`src/rtl/box_overlay.sv`:
```
// Draws up to N_BOX rectangular outlines over an RGB565 video stream with a 2-cycle pipeline.
// Define BOX_OVERLAY_COLOR_EN for per-box border colours; otherwise every box is drawn red.
module box_overlay #(
    parameter int N_BOX       = 4,
    parameter int H_BOX_WIDTH = 2,
    parameter int V_BOX_WIDTH = 2,
    parameter int H_ACT       = 1280,
    parameter int V_ACT       = 720,
    localparam int IW         = (N_BOX > 1) ? $clog2(N_BOX) : 1
) (
    input  logic          clk,
    input  logic          rst,
    input  logic          in_vsync,
    input  logic          in_hsync,
    input  logic          in_de,
    input  logic [15:0]   in_pix,
    input  logic          box_wr_valid,
    output logic          box_wr_ready,
    input  logic [IW-1:0] box_wr_idx,
    input  logic          box_wr_en,
    input  logic [47:0]   box_wr_rect,
`ifdef BOX_OVERLAY_COLOR_EN
    input  logic [15:0]   box_wr_color,
`endif
    output logic          out_vsync,
    output logic          out_hsync,
    output logic          out_de,
    output logic [15:0]   out_pix,
    output logic          idx_err
);

    localparam logic [15:0] BOX_RED = 16'hF800;

    logic        vs_prev, de_prev, commit;
    logic [11:0] x, y;
    logic        vs_rise, wr_fire, idx_ok, in_area;

    logic        sh_en    [N_BOX];
    logic        act_en   [N_BOX];
    logic [47:0] sh_rect  [N_BOX];
    logic [47:0] act_rect [N_BOX];
`ifdef BOX_OVERLAY_COLOR_EN
    logic [15:0] sh_color  [N_BOX];
    logic [15:0] act_color [N_BOX];
`endif

    logic [N_BOX-1:0] hit, s1_hit;
    logic             s1_vs, s1_hs, s1_de;
    logic [15:0]      s1_pix;
    logic             sel_any;
    logic [15:0]      sel_color;

    assign vs_rise      = in_vsync & ~vs_prev;
    assign box_wr_ready = ~rst & ~commit;
    assign wr_fire      = box_wr_valid & box_wr_ready;
    assign idx_ok       = {1'b0, box_wr_idx} < (IW+1)'(N_BOX);
    assign in_area      = ({1'b0, x} < 13'(H_ACT)) && ({1'b0, y} < 13'(V_ACT));

    always_ff @(posedge clk or posedge rst) begin
        if (rst) begin
            vs_prev <= 1'b0;
            de_prev <= 1'b0;
            commit  <= 1'b0;
            x       <= '0;
            y       <= '0;
        end else begin
            vs_prev <= in_vsync;
            de_prev <= in_de;
            commit  <= vs_rise;
            if (vs_rise) begin
                x <= '0;
                y <= '0;
            end else if (de_prev && !in_de) begin
                x <= '0;
                y <= y + 12'd1;
            end else if (in_de) begin
                x <= x + 12'd1;
            end
        end
    end

    // Only the enable bits are reset; a cleared enable makes stale geometry harmless.
    always_ff @(posedge clk or posedge rst) begin
        if (rst) begin
            idx_err <= 1'b0;
            for (int unsigned i = 0; i < N_BOX; i++) begin
                sh_en[i]  <= 1'b0;
                act_en[i] <= 1'b0;
            end
        end else begin
            idx_err <= wr_fire && !idx_ok;
            if (wr_fire && idx_ok)
                sh_en[box_wr_idx] <= box_wr_en;
            if (commit)
                for (int unsigned i = 0; i < N_BOX; i++)
                    act_en[i] <= sh_en[i];
        end
    end

    always_ff @(posedge clk) begin
        if (wr_fire && idx_ok) begin
            sh_rect[box_wr_idx] <= box_wr_rect;
`ifdef BOX_OVERLAY_COLOR_EN
            sh_color[box_wr_idx] <= box_wr_color;
`endif
        end
        if (commit) begin
            for (int unsigned i = 0; i < N_BOX; i++) begin
                act_rect[i] <= sh_rect[i];
`ifdef BOX_OVERLAY_COLOR_EN
                act_color[i] <= sh_color[i];
`endif
            end
        end
    end

    // Widened to 13 bits so x+width near 4095 cannot wrap.
    function automatic logic box_hit(input logic en, input logic [47:0] r,
                                     input logic [11:0] px, input logic [11:0] py);
        logic [12:0] x0, y0, x1, y1, xx, yy;
        x0 = {1'b0, r[47:36]};
        y0 = {1'b0, r[35:24]};
        x1 = {1'b0, r[23:12]};
        y1 = {1'b0, r[11:0]};
        xx = {1'b0, px};
        yy = {1'b0, py};
        return en && (x0 <= x1) && (y0 <= y1) &&
               (x0 <= xx) && (xx <= x1) && (y0 <= yy) && (yy <= y1) &&
               ((xx < x0 + 13'(H_BOX_WIDTH)) || (xx + 13'(H_BOX_WIDTH) > x1) ||
                (yy < y0 + 13'(V_BOX_WIDTH)) || (yy + 13'(V_BOX_WIDTH) > y1));
    endfunction

    always_comb begin
        hit = '0;
        for (int unsigned i = 0; i < N_BOX; i++)
            hit[i] = box_hit(act_en[i], act_rect[i], x, y);
    end

    always_comb begin
        sel_any   = 1'b0;
        sel_color = BOX_RED;
        for (int unsigned i = 0; i < N_BOX; i++) begin
            if (!sel_any && s1_hit[i]) begin
                sel_any = 1'b1;
`ifdef BOX_OVERLAY_COLOR_EN
                sel_color = act_color[i];
`endif
            end
        end
    end

    always_ff @(posedge clk or posedge rst) begin
        if (rst) begin
            s1_vs     <= 1'b0;
            s1_hs     <= 1'b0;
            s1_de     <= 1'b0;
            s1_pix    <= '0;
            s1_hit    <= '0;
            out_vsync <= 1'b0;
            out_hsync <= 1'b0;
            out_de    <= 1'b0;
            out_pix   <= '0;
        end else begin
            s1_vs     <= in_vsync;
            s1_hs     <= in_hsync;
            s1_de     <= in_de;
            s1_pix    <= in_pix;
            s1_hit    <= (in_de && in_area) ? hit : '0;
            out_vsync <= s1_vs;
            out_hsync <= s1_hs;
            out_de    <= s1_de;
            out_pix   <= sel_any ? sel_color : s1_pix;
        end
    end

endmodule

```
`config.mk`:
```
export PLATFORM = sky130hd
export DESIGN_NAME = box_overlay
export DESIGN_NICKNAME = d
export VERILOG_FILES = /design/src/rtl/box_overlay.sv
export SDC_FILE = /design/constraint.sdc
export NUM_CORES = 1
export LEC_CHECK = 0
export ABC_AREA = 1
export ABC_CLOCK_PERIOD_IN_PS = 10600
export BUFFER_PORTS_ARGS = -buffer_cell sky130_fd_sc_hd__buf_4
export CAP_MARGIN = 15
export CORE_UTILIZATION = 50
export DETAILED_ROUTE_END_ITERATION = 8
export PLACE_DENSITY_LB_ADDON = 0.15
export SYNTH_ARGS = -nofsm -noshare
export SYNTH_HDL_FRONTEND = slang
export SYNTH_SLANG_ARGS = --single-unit
```
`constraint.sdc`:
```
create_clock -name clk -period 10.6 [get_ports clk]
set_clock_uncertainty 0.15 [all_clocks]
set_input_delay 1.06 -clock clk [delete_from_list [all_inputs] [get_ports clk]]
set_output_delay 1.06 -clock clk [all_outputs]
set_load 0.01 [all_outputs]
```
==> flow_metrics.py <==
metrics = {
    "finish": {
        "area_growth_pct": 11.8,
        "drive_gt1_share_pct": 7.68,
        "multi_input_area_sq_um": 12800,
        "num_antenna_cells": 0,
        "fill_cells": 4641,
        "final_area_sq_um": 30700,
        "post-route-util_pct": 56.9,
        "nets": 3373,
        "regArea_sq_um": 13400,
    },
    "power_and_ir_drop": {
        "switching_share_pct": 26.2,
        "static-leakage-power_nw": 14.3,
        "vdd_drop_max_mv": 0.133,
        "combPwrFrac_pct": 12.8,
        "p_sw_w": 0.00113,
        "p_seq_share_pct": 48.2,
        "p_int_w": 0.00320,
        "powerDensity_nw_per_um2": 141,
        "pwr-share-clk_pct": 39.0,
    },
    "critical_path": {
        "crit_path_end_kind": "flip-flop",
        "start_kind": "flip-flop",
        "critPathMaxFanout": 11,
        "cp.required_ns": 10.94,
        "cp_data_arrival_time_ns": 4.14,
        "setup.worst_path.class": "reg2reg",
    },
    "die": {
        "start_util_pct": 50.9,
        "core_sq_um": 54000,
        "boundaryPins": 94,
        "dieHeight_um": 237,
        "rows": 85,
        "die_w_um": 237,
        "die-area_sq_um": 55900,
    },
    "clocking": {
        "h-tree-depth": 2,
        "post_cts_resized": 0,
        "cts_buffer_depth": 3,
        "cts_tree": "yes",
        "holdBufCountCts": 0,
        "insertion_delay_ns": 0.60,
        "path_clk_slew_ns": 0.06,
        "post-cts-setup-buffers": 0,
        "clock_sinks": 459,
        "cts_root_buffer": "clkbuf_16",
        "numCtsBuffers": 48,
    },
    "global_routing": {
        "gr-total-overflow": 0,
        "antenna_found_initial": 1,
        "grt_pass1_wl_um": 121000,
        "grt_pass1_vias": 18800,
        "track_usage_pct": 29.4,
        "grt_start_max_net_pins": 76,
    },
    "synth": {
        "ys_seq_area_share_pct": 48.8,
        "netlist_instances": 2666,
        "yosys.area.top_type": "edfxtp_1",
        "netlist.area_leader.share_pct": 41.9,
        "yosys_warnings": 0,
        "syn_avg_cell_area_sq_um": 10.3,
        "synth_fp_nets": 3223,
        "synth_area_sq_um": 27500,
        "ys_ff_latch": 459,
        "ys_types": 43,
        "synth_area_leaders": "edfxtp_1 (42%), ha_1 (22%), nand2_1 (7.0%)",
    },
    "placement": {
        "portBuffers": 92,
        "hpwl_um": 63900,
        "gp_congestion": 0.991,
        "place_area_sq_um": 29200,
    },
    "routing": {
        "via_count": 19800,
        "post_drt_wl_per_cell_um": 23.0,
        "drtIter0Drc": 1700,
        "ant_nets": 0,
        "firstDrtPassIters": 5,
        "viasPerCell": 5.59,
        "wl_um": 81500,
        "drc_errors": 0,
    },
    "status": {
        "status": "finished clean",
    },
    "timing": {
        "timing.hold.ws_ns": 0.208,
        "tightestPinTransition_ns": 1.02,
        "hold_viol_final": 0,
        "slew_violations": 0,
        "relSlewSlack_pct": 32.1,
        "layout_min_cycle_time_ns": 3.80,
        "setup_violations": 0,
        "period_share_pct": 35.9,
        "fin_setup_tns_ns": 0,
        "rsz0062_at_grt": "no",
        "max_clock_freq_mhz": 263,
    },
    "hold_path": {
        "hold_class": "reg2reg",
    },
    "run": {
        "maxCapViolations": 0,
    },
}
==> final timing paths <==
kind / depth (start not counted) / endpoint / start / slack, ns
min in group asynchronous: 3 / out_pix[10] / rst / 0.64
max in group asynchronous: 3 / commit / rst / 8.90
hold reg to reg: 0 / out_hsync / s1_hs / 0.21
setup reg to reg: 14 / s1_hit[1] / x[1] / 6.80
hold / removal: 0 / out_hsync / s1_hs / 0.21
setup / recovery: 14 / s1_hit[1] / x[1] / 6.80
==> kinds of logic after synthesis <==
group,count (synthesis),synth area share [%]
compound gates,297,6.07
xor+xnor,83,2.67
flops,459,48.8
simple gates,985,15.6
fa+ha+maj,484,22.0
buf+inv,357,4.89
other cells,1,0.0136
==> final cells by class <==
| class | count | share of cell area, % |
|---|---|---|
| flip-flops and latches | 459 | 43.6 |
| multi-input cells | 1850 | 41.5 |
| inverters | 353 | 4.32 |
| clock buffers | 62 | 4.22 |
| well taps | 696 | 2.83 |
| clock inverters | 24 | 0.904 |
| repair buffers | 104 | 2.54 |
==> registers in the layout (all words and copies together) (netlist names), 12 cells and up <==
name and flops:
x 12, out_pix 16, s1_pix 16, y 12, sh_rect 192, act_rect 192
==> worst max-delay path, stage by stage, from the launching register on <==
cell     delay [ns]
dfrtp_1        0.67
inv_1          0.41
nor2_4         0.30
nand2_2        0.13
xor2_1         0.40
ha_1           0.21
nand2_1        0.08
nor2_1         0.25
nand2_1        0.13
nor3_1         0.50
nand2_1        0.11
nand2_1        0.12
nand2_1        0.09
nor2_1         0.09
nor2_1         0.05
==> synthesized netlist by cell type, drive strengths merged <==
master,number
o211ai,6
xor2,63
nor2b,1
buf,2
a2111oi,1
dfrtp,75
and3,5
nand3b,9
nor3b,3
nand2,521
o21ai,53
edfxtp,384
a21oi,174
xnor2,20
inv,353
nor4,2
nor3,38
a211oi,1
nand3,119
and2,4
o21a,24
ha,484
clkbuf,2
nor2,206
a31oi,2
a31o,2
a21o,16
conb,1
o22ai,1
or2,6
o21bai,17
nand4,71
==> placed cells by master (no fill, tap or decap), types with 5 or more instances in the layout <==
cell         n
nand2_1    512
nor2_1     194
o21bai_1    17
a21o_1      16
bufinv_16    5
nor3_1      33
o211ai_1     6
nand4_1     71
o21ai_1      5
xnor2_1     20
clkbuf_1    12
nand2_2      7
xor2_1      62
a21oi_1    174
and3_1       5
buf_4      104
clkinv_1     7
nor2_4       5
nor2_2       7
o21ai_0     48
or2_2        6
ha_1       484
edfxtp_1   384
nand3b_1     9
nand3_1    116
o21a_1      24
dfrtp_1     74
clkbuf_16   50
inv_2        7
inv_1      345
==> stage by stage <==
stage | total power, W | setup slack (ns) | std cells
global placement | 0.00265 | 7.01 | 3462
global route | 0.00451 | 6.64 | 3548
detailed placement | 0.00267 | 6.96 | 3462
CTS | 0.00436 | 6.95 | 3548
finish | 0.00433 | 6.80 | 3548
floorplan | 0.00244 | 2.84 | 2666
==> power groups by stage <==
stage	Combinational [W]	Sequential (W)	Clock, W
3_3_place_gp	0.000529	0.00212	0
5_1_grt	0.000622	0.00209	0.00179
4_1_cts	0.000547	0.00209	0.00173
2_1_floorplan	0.000335	0.00211	0
6_report	0.000555	0.00209	0.00169
3_5_place_dp	0.000543	0.00212	0
==> routing by layer <==
| metal | track usage [%] | part of all wire [%] | up-vias |
|---|---|---|---|
| met1 | 47.5 | 50 | 9451 |
| met5 | 0 | 0.020 | - |
| met2 | 40.3 | 40 | 733 |
| met4 | 7.26 | 2.1 | 2 |
| li1 | - | - | 9533 |
| met3 | 4.98 | 7.9 | 104 |
(Power assumes the default switching activity.)
